### src/rtl/data_write_buffer_pkg.sv
// Shared definitions for the posted-store data write buffer.
package data_write_buffer_pkg;

   localparam int DEF_DEPTH   = 4;
   localparam int DEF_AW      = 32;
   localparam int DEF_DW      = 32;
   localparam int OFFSET_BITS = 2;

   typedef enum logic [1:0] {
      ST_IDLE  = 2'd0,
      ST_DRAIN = 2'd1,
      ST_READ  = 2'd2
   } state_e;

endpackage

### src/rtl/data_write_buffer_store_fifo.sv
// Circular store queue with a parallel youngest-match lookup for load forwarding.
module store_fifo
   import data_write_buffer_pkg::*;
#(
   parameter int DEPTH = DEF_DEPTH,
   parameter int AW    = DEF_AW,
   parameter int DW    = DEF_DW,
   localparam int WAW  = AW - OFFSET_BITS,
   localparam int PW   = $clog2(DEPTH)
) (
   input  logic           clk,
   input  logic           reset,
   input  logic           push,
   input  logic [WAW-1:0] push_waddr,
   input  logic [DW-1:0]  push_data,
   input  logic           pop,
   input  logic           lookup_en,
   input  logic [WAW-1:0] lookup_waddr,
   output logic [WAW-1:0] head_waddr,
   output logic [DW-1:0]  head_data,
   output logic [PW:0]    count,
   output logic           full,
   output logic           empty,
   output logic           hit,
   output logic [DW-1:0]  hit_data
);

   logic [PW-1:0]  head_q, head_d;
   logic [PW-1:0]  tail_q, tail_d;
   logic [PW:0]    count_q, count_d;
   logic [WAW-1:0] waddr_q [DEPTH];
   logic [WAW-1:0] waddr_d [DEPTH];
   logic [DW-1:0]  data_q  [DEPTH];
   logic [DW-1:0]  data_d  [DEPTH];
   logic [PW-1:0]  idx;
   logic [PW:0]    age;

   always_comb begin
      waddr_d = waddr_q;
      data_d  = data_q;
      head_d  = pop  ? head_q + 1'b1 : head_q;
      tail_d  = push ? tail_q + 1'b1 : tail_q;
      if (push) begin
         waddr_d[tail_q] = push_waddr;
         data_d[tail_q]  = push_data;
      end
      case ({push, pop})
         2'b10:   count_d = count_q + 1'b1;
         2'b01:   count_d = count_q - 1'b1;
         default: count_d = count_q;
      endcase
   end

   always_ff @(posedge clk or negedge reset) begin
      if (!reset) begin
         head_q  <= '0;
         tail_q  <= '0;
         count_q <= '0;
         for (int i = 0; i < DEPTH; i++) begin
            waddr_q[i] <= '0;
            data_q[i]  <= '0;
         end
      end else begin
         head_q  <= head_d;
         tail_q  <= tail_d;
         count_q <= count_d;
         for (int i = 0; i < DEPTH; i++) begin
            waddr_q[i] <= waddr_d[i];
            data_q[i]  <= data_d[i];
         end
      end
   end

   // Walk oldest to youngest so the last match wins.
   always_comb begin
      hit      = 1'b0;
      hit_data = '0;
      idx      = '0;
      age      = '0;
      for (int i = 0; i < DEPTH; i++) begin
         idx = head_q + PW'(i);
         age = (PW+1)'(i);
         if (lookup_en && (age < count_q) && (waddr_q[idx] == lookup_waddr)) begin
            hit      = 1'b1;
            hit_data = data_q[idx];
         end
      end
   end

   assign head_waddr = waddr_q[head_q];
   assign head_data  = data_q[head_q];
   assign count      = count_q;
   assign full       = (count_q == (PW+1)'(DEPTH));
   assign empty      = (count_q == '0);

endmodule

### src/rtl/data_write_buffer.sv
// Posted-store write buffer between the core data port and a handshaked memory.
//   state    | meaning
//   ST_IDLE  | no memory request outstanding
//   ST_DRAIN | writing the head store to memory
//   ST_READ  | load miss outstanding; core stalled
module data_write_buffer
   import data_write_buffer_pkg::*;
#(
   parameter int DEPTH = DEF_DEPTH,
   parameter int AW    = DEF_AW,
   parameter int DW    = DEF_DW
) (
   input  logic          clk,
   input  logic          reset,
   input  logic          memwrite,
   input  logic          memread,
   input  logic [AW-1:0] aluout,
   input  logic [DW-1:0] writedata,
   output logic [DW-1:0] readdata,
   output logic          stall,
   output logic          mem_req,
   output logic          mem_we,
   output logic [AW-1:0] mem_addr,
   output logic [DW-1:0] mem_wdata,
   input  logic          mem_ready,
   input  logic [DW-1:0] mem_rdata
);

   localparam int WAW = AW - OFFSET_BITS;
   localparam int PW  = $clog2(DEPTH);

   state_e         state_q, state_d;
   logic           mem_req_q, mem_req_d;
   logic           mem_we_q, mem_we_d;
   logic [AW-1:0]  mem_addr_q, mem_addr_d;
   logic [DW-1:0]  mem_wdata_q, mem_wdata_d;

   logic [WAW-1:0] word_addr;
   logic [WAW-1:0] head_waddr;
   logic [DW-1:0]  head_data;
   logic [PW:0]    count;
   logic           full, empty, hit;
   logic [DW-1:0]  hit_data;
   logic           accept, pop, read_done;
   logic [OFFSET_BITS-1:0] unused_offset;

   assign word_addr     = aluout[AW-1:OFFSET_BITS];
   assign unused_offset = aluout[OFFSET_BITS-1:0];

   store_fifo #(.DEPTH(DEPTH), .AW(AW), .DW(DW)) u_fifo (
      .clk          (clk),
      .reset        (reset),
      .push         (accept),
      .push_waddr   (word_addr),
      .push_data    (writedata),
      .pop          (pop),
      .lookup_en    (memread),
      .lookup_waddr (word_addr),
      .head_waddr   (head_waddr),
      .head_data    (head_data),
      .count        (count),
      .full         (full),
      .empty        (empty),
      .hit          (hit),
      .hit_data     (hit_data)
   );

   assign pop       = (state_q == ST_DRAIN) && mem_ready;
   assign read_done = (state_q == ST_READ) && mem_ready;
   // A drain completing this cycle does not free the slot until the next edge.
   assign stall     = (memwrite && full) || (memread && !hit && !read_done);
   assign accept    = memwrite && !stall;

   always_comb begin
      readdata = '0;
      if (hit) begin
         readdata = hit_data;
      end else if (memread && read_done) begin
         readdata = mem_rdata;
      end
   end

   always_comb begin
      state_d     = state_q;
      mem_req_d   = mem_req_q;
      mem_we_d    = mem_we_q;
      mem_addr_d  = mem_addr_q;
      mem_wdata_d = mem_wdata_q;
      case (state_q)
         ST_IDLE: begin
            if (memread && !hit) begin
               state_d    = ST_READ;
               mem_req_d  = 1'b1;
               mem_we_d   = 1'b0;
               mem_addr_d = {word_addr, {OFFSET_BITS{1'b0}}};
            end else if (!empty) begin
               state_d     = ST_DRAIN;
               mem_req_d   = 1'b1;
               mem_we_d    = 1'b1;
               mem_addr_d  = {head_waddr, {OFFSET_BITS{1'b0}}};
               mem_wdata_d = head_data;
            end
         end
         ST_DRAIN: begin
            if (mem_ready) begin
               state_d   = ST_IDLE;
               mem_req_d = 1'b0;
               mem_we_d  = 1'b0;
            end
         end
         ST_READ: begin
            mem_addr_d = {word_addr, {OFFSET_BITS{1'b0}}};
            if (mem_ready) begin
               state_d   = ST_IDLE;
               mem_req_d = 1'b0;
            end
         end
         default: begin
            state_d   = ST_IDLE;
            mem_req_d = 1'b0;
            mem_we_d  = 1'b0;
         end
      endcase
   end

   always_ff @(posedge clk or negedge reset) begin
      if (!reset) begin
         state_q     <= ST_IDLE;
         mem_req_q   <= 1'b0;
         mem_we_q    <= 1'b0;
         mem_addr_q  <= '0;
         mem_wdata_q <= '0;
      end else begin
         state_q     <= state_d;
         mem_req_q   <= mem_req_d;
         mem_we_q    <= mem_we_d;
         mem_addr_q  <= mem_addr_d;
         mem_wdata_q <= mem_wdata_d;
      end
   end

   assign mem_req   = mem_req_q;
   assign mem_we    = mem_we_q;
   assign mem_addr  = mem_addr_q;
   assign mem_wdata = mem_wdata_q;

endmodule

### config.mk
export PLATFORM = sky130hd
export DESIGN_NAME = data_write_buffer
export DESIGN_NICKNAME = d
export VERILOG_FILES = /design/src/rtl/data_write_buffer_pkg.sv /design/src/rtl/data_write_buffer_store_fifo.sv /design/src/rtl/data_write_buffer.sv
export SDC_FILE = /design/constraint.sdc
export NUM_CORES = 1
export LEC_CHECK = 0
export CORE_MARGIN = 5
export CORE_UTILIZATION = 35
export DETAILED_ROUTE_END_ITERATION = 16
export GPL_ROUTABILITY_DRIVEN = 0
export RECOVER_POWER = 25
export SYNTH_ARGS = -nofsm -noshare
export SYNTH_HDL_FRONTEND = slang
export SYNTH_SLANG_ARGS = --single-unit
export TNS_END_PERCENT = 30
### constraint.sdc
create_clock -name clk -period 7.8 [get_ports clk]
set_input_delay 1.56 -clock clk [delete_from_list [all_inputs] [get_ports clk]]
set_output_delay 1.56 -clock clk [all_outputs]
set_load 0.02 [all_outputs]
# ---- Word-level counts from Yosys, hierarchy flattened
# Index checks and enable logic that the tools add are counted.
dict set report classes {
  add_sub_neg 6
  n_lt_le_gt_ge 10
  n_eq_ne 12
  n_mux 54
  bitwise_logic 8
  reduce_logical 29
}
# operator count
set op_table {}
lappend op_table {{$mux W32} 17}
lappend op_table {{$mux W30} 9}
lappend op_table {{$bmux W32 S2} 4}
lappend op_table {{$bmux W30 S2} 4}
lappend op_table {{$bwmux W128} 1}
lappend op_table {{$bwmux W120} 1}
lappend op_table {{$eq A30 B30 Y1} 4}
lappend op_table {{$demux W32 S2} 1}
lappend op_table {{$pmux W32 S2} 1}
lappend op_table {{$demux W30 S2} 1}
lappend op_table {{$logic_and A1 B1 Y1} 16}
lappend op_table {{$ge A3 B3 Y1 const B} 5}
lappend op_table {{$not A2 Y3} 5}
lappend op_table {{$mux W1} 8}
lappend op_table {{$lt A1 B3 Y1 const A} 2}
lappend op_table {{$lt A2 B3 Y1 const A} 2}
lappend op_table {{$mux W2} 3}
lappend op_table {{$pmux W3 S2} 1}
lappend op_table {{$reduce_and A3 Y1} 2}
lappend op_table {{$add A2 B1 Y2 const B} 2}
lappend op_table {{$add A2 B2 Y2 const B} 2}
lappend op_table {{$eq A2 B1 Y1 const B} 2}
lappend op_table {{$eq A2 B2 Y1 const B} 2}
lappend op_table {{$pmux W2 S2} 1}
lappend op_table {{other kinds (17)} 23}
dict set report word_totals {
  register_bits 323
  in_bits 101
  out_inout_bits 99
  elab_cells 135
}

# ---- Logic depth before layout (Yosys ltp)
dict set report logic_depth {
  ltp_word 18
  mapped_depth 21
  mapped_depth_nobuf 15
}

# ---- By module
# Synthesis repeated with hierarchy kept, for this count alone.
dict set report unflattened {
  cells_unflattened 1992
  area_unflattened_um2 21639.5
}
# mod instances cells_each area_per_inst_um2 seq_area_each_um2
set modules_own_cells {}
lappend modules_own_cells {store_fifo 1 1614 17832.1 6381.1}
lappend modules_own_cells {data_write_buffer 1 378 3807.4 1651.6}

# ---- Worst setup path before layout
# OpenSTA, ideal clock, no wires.
dict set report synth_timing {
  kind {input -> output}
  startpoint {input port aluout[5]}
  endpoint {output port readdata[22]}
  arrival_ns 4.160
  required_time_ns 6.240
  setup_slack_ns 2.080
  stages 10
  n_path_buf 2
  path_cell_list {buf_1 a32o_1 or4_1 or4b_1 and4b_2 a211oi_4 buf_6 a221oi_1 nor2_1 o2bb2ai_1}
}
dict set report synth_via {
  elab_chain_len 7
  word_cells_on_any_way 17
  classes_between {4 x eq/ne; 9 x mux; 4 x reduce/logical}
}
# element line
set synth_rtl {}
lappend synth_rtl {{start: declaration} data_write_buffer.sv:17} ;# input logic [AW-1:0] aluout,
lappend synth_rtl {{$eq A30 B30 Y1} data_write_buffer_store_fifo.sv:83} ;# if (lookup_en && (age < count_q) && (waddr_q[idx] == lookup_waddr)) begin
lappend synth_rtl {{$logic_and A1 B1 Y1} data_write_buffer_store_fifo.sv:83}
lappend synth_rtl {{$mux W32 or $mux W1 (tied branches) (4 in a row)} data_write_buffer_store_fifo.sv:83}
lappend synth_rtl {{$mux W32 *} data_write_buffer.sv:76} ;# if (hit) begin
lappend synth_rtl {{end: declaration} data_write_buffer.sv:19} ;# output logic [DW-1:0] readdata,
# Every way passes the cells marked *; elsewhere a longest branch is shown, timed or not.

# ---- Worst setup path in the final report
dict set report layout_timing {
  startpoint {register u_fifo.head_q[0]}
  endpoint {output port readdata[31]}
}
dict set report layout_via {
  elab_chain_len 11
  word_cells_on_any_way 48
  classes_between {3 x add/sub; 4 x eq/ne; 33 x mux; 4 x bitwise; 4 x reduce/logical}
}
# element line
set layout_rtl {}
lappend layout_rtl {{start: declaration} data_write_buffer_store_fifo.sv:28} ;# logic [PW-1:0] head_q, head_d;
lappend layout_rtl {{start signal: assignment} data_write_buffer_store_fifo.sv:56} ;# head_q <= '0;
lappend layout_rtl {{start signal: assignment} data_write_buffer_store_fifo.sv:64} ;# head_q <= head_d;
lappend layout_rtl {{$add A2 B1 Y2 or $not A2 Y3 (tied branches)} {data_write_buffer_store_fifo.sv:81, data_write_buffer_store_fifo.sv:83, data_write_buffer_store_fifo.sv:85}}
lappend layout_rtl {{$not A2 Y3 (not written as such) or $bmux W30 S2 (tied branches)} {data_write_buffer_store_fifo.sv:83, data_write_buffer_store_fifo.sv:85}}
lappend layout_rtl {{$bmux W30 S2 or $mux W30 (tied branches)} data_write_buffer_store_fifo.sv:83}
lappend layout_rtl {{$mux W30 (not written as such)} data_write_buffer_store_fifo.sv:83}
lappend layout_rtl {{$mux W30 (not written as such) or $eq A30 B30 Y1 (tied branches)} data_write_buffer_store_fifo.sv:83}
lappend layout_rtl {{$eq A30 B30 Y1 or $logic_and A1 B1 Y1 (tied branches)} data_write_buffer_store_fifo.sv:83}
lappend layout_rtl {{$logic_and A1 B1 Y1, or another cell as far along} data_write_buffer_store_fifo.sv:83}
lappend layout_rtl {{$mux W32 or $mux W1 (tied branches) (3 in a row)} data_write_buffer_store_fifo.sv:83}
lappend layout_rtl {{$mux W32 *} data_write_buffer.sv:76}
# Every way passes the cells marked *; elsewhere a longest branch is shown, timed or not. The select of a mux whose other input is x is not followed.

==> results.cfg <==
[outcome]
run_status = finished with violations
violations = capacitance limit, slew limit

[min_path]
hold_path.class = register to register

[layout]
seq_area_mm2 = 0.00804
num-fill-cells = 5635
design_area_mm2 = 0.0253
syn_to_final_growth_pct = 18.8
num-nets-final = 2026
multiInputGateArea_mm2 = 0.0123
layout-drive-gt1-share_pct = 20.9

[clock_network]
clk_pin_slew_worst_paths_ps = 60
htreeDepth = 2
cts-resized-gates = 0
cts_tree = yes
cts_buffer_depth = 3
holdBufCountCts = 0
clkLatencyLatePin_ps = 610
cts_buffers = 40
numClockSinks = 321
postCtsSetupBuffers = 0
clockRootBuffer = clkbuf_16

[critical_path]
critical_path_class = register to output port
crit_required_ps = 6240
crit_arrival_ps = 5950
end_kind = output port
worstPathMaxFanout = 51
worst_setup_path_start_kind = register

[detailed_routing]
post-route-drc-count = 0
firstDrtPassIters = 8
routedWlPerCell_um = 25.0
viasPerCell = 6.04
wirelength_um = 68100
via_count = 16500
drtIter0Drc = 1273
drtAntennaViolNets = 0

[timing]
fin_crit_sh_pct = 96.3
layout_setup_ws_ps = 288
min_period_ps = 7510
max_slew_margin_pct = -162
fin_skew_ps = 58.9
max_freq_ghz = 0.133
fin_setup_tns_ps = 0
hold_violations = 0
rsz0062_at_grt = false
holdWs_ps = 494
final_max_slew_viol_count = 156
tightest_slew_ps = 3930
setup_viol = 0

[global_routing]
grt-ovfl-total = 0
grt_max_degree = 156
antenna_found_initial = 5
grt_pass1_wl_um = 105000
grtUsageTotal_pct = 19.9
grt_pass1_vias = 16900

[floorplan]
initial_core_util_pct = 35.3
rows = 90
io_pins = 200
dieArea_mm2 = 0.0660
die_h_um = 257
coreArea_mm2 = 0.0604
dieWidth_um = 257

[synthesis]
syn_avg_cell_area_um2 = 12.0
synth_cell_types = 78
yosysWarnings = 0
synth-async-reset-ratio_pct = 100
synthesis.area_mm2 = 0.0213
seq_area_frac_synth_pct = 37.7
synth-seq-cells = 321
synthCells = 1783
synth-edff-count = 0
synth_ff_type = dfrtp_1

[power_and_ir_drop]
p_leak_nw = 10.1
pwr_density_cell_mw_per_mm2 = 477
ir_worst_vdd_mv = 0.320

[place]
placed_area_mm2 = 0.0239
place_hpwl_um = 44800
post-place-ws_ps = 527
port_buffers = 195

[run]
maxCapViolations = 1
cells in the mapped netlist (6+ instances only):
cell	n	share of area [%]
nor2_1	47	0.83
o2bb2ai_1	38	1.6
nor4_1	10	0.29
xnor2_1	81	3.3
nand4_1	19	0.56
buf_2	32	0.75
mux2i_1	275	13
o211ai_1	7	0.25
o21ai_0	15	0.35
nor3_1	11	0.26
a2bb2oi_1	8	0.33
a221oi_1	99	4.1
ha_1	12	0.70
a21oi_1	22	0.52
inv_1	21	0.37
nand2_1	61	1.1
mux4_2	64	6.8
buf_4	29	1.0
a211o_1	9	0.37
xor2_1	6	0.25
o221a_2	30	1.6
nand2b_1	7	0.21
mux2_1	136	7.2
a22oi_1	8	0.28
nand3_1	12	0.28
o2111ai_1	7	0.29
buf_6	17	0.90
clkbuf_1	72	1.3
or3_1	24	0.70
buf_1	15	0.26
dfrtp_1	321	38
mux2_2	161	8.5
nor2b_1	7	0.21
o22ai_1	12	0.35
worst paths after layout:
kind                                       start  cells past startpoint  slack, ps                  to
worst min register to register      mem_wdata[8]                      1        490        mem_wdata[8]
max in group asynchronous                  reset                      2       2390       mem_wdata[26]
worst max register to register  u_fifo.head_q[0]                     12       2280  u_fifo.waddr_q[82]
min in group asynchronous                  reset                      1       1000        mem_addr[14]
worst min-delay path                mem_wdata[8]                      1        490        mem_wdata[8]
worst max-delay path            u_fifo.head_q[0]                     13        290        readdata[31]
cells in the final DEF, fill, tap and decap left out, types with 13 or more instances in the layout:
cell,netlist,final
mux4_2,64,64
mux2_2,161,161
buf_4,29,51
clkbuf_16,0,40
a21oi_1,22,22
mux2_1,136,136
nor2_1,47,46
inv_1,21,21
o221a_2,30,30
o21ai_0,15,15
mux2i_1,275,275
nand4_1,19,19
clkbuf_8,0,13
clkdlybuf4s50_1,0,193
o2bb2ai_1,38,38
xnor2_1,81,81
a221oi_1,99,99
or3_1,24,24
dfrtp_1,321,319
nand2_1,61,61
sequential cells by signal, indices dropped and copies added (netlist names):
register,flops
u_fifo.count,3
u_fifo.data_q,128
mem_we,1
u_fifo.head_q,2
u_fifo.waddr_q,120
mem_wdata,32
state_q,2
mem_addr,30
mem_req,1
u_fifo.tail_q,2
worst max-delay path, cell delays in order, from the launching register on:
cell             delay (ps)
dfrtp_4                1030
buf_4                   340
buf_4                   250
mux4_2                  540
xnor2_1                 330
nand4_1                 140
nor4b_1                 400
o211ai_1                170
nor4_2                  530
nor3_2                  190
buf_12                  220
a221oi_1                490
o2bb2ai_1               120
clkdlybuf4s50_1         560
per-stage QoR:
stage | utilization, % | power (mW) | std cells
CTS | 42.0 | 12.1 | 2727
detailed placement | 39.6 | 10.0 | 2653
floorplan | - | 8.00 | 1784
finish | 42.0 | 12.1 | 2728
global placement | 39.6 | 9.84 | 2653
global route | 41.9 | 12.8 | 2727
layout make-up:
cell class                 count  area share (%)
sequential                   321            31.8
clock buffer                  64            4.82
timing repair buffer         256            9.97
inverter                      22           0.336
clock inverter                10           0.712
multi-input combinational   1272            48.5
antenna                        1         0.00988
tap                          782            3.86
cell families (layout without fill, tap and decap cells):
group	after synthesis	count (layout)	share of synthesized area, %
mux	636	636	35.4
buf+inv	191	352	4.87
simple gates	236	236	5.83
flops	321	321	37.7
fa+ha+maj	12	12	0.704
xor+xnor	87	87	3.57
compound gates	299	299	12.0
other cells	1	3	0.0176
where the power goes:
group	leakage, nW	switching [mW]	total, mW	internal [mW]
registers	3.83	0.872	3.40	2.53
logic	5.62	3.53	6.70	3.17
clock network	0.686	0.797	1.98	1.18
metal layers:
| metal | track usage, % | vias to the layer above | part of all wire, % | wire length (µm) |
|---|---|---|---|---|
| met1 | 27.0 | 8481 | 43 | 29300 |
| met5 | 0 | - | 0.069 | 47 |
| met2 | 31.9 | 645 | 46 | 31500 |
| met3 | 4.34 | 168 | 6.9 | 4730 |
| li1 | - | 7171 | - | - |
| met4 | 6.77 | 6 | 3.6 | 2430 |
No activity file was read; power rests on OpenSTA's default activity.
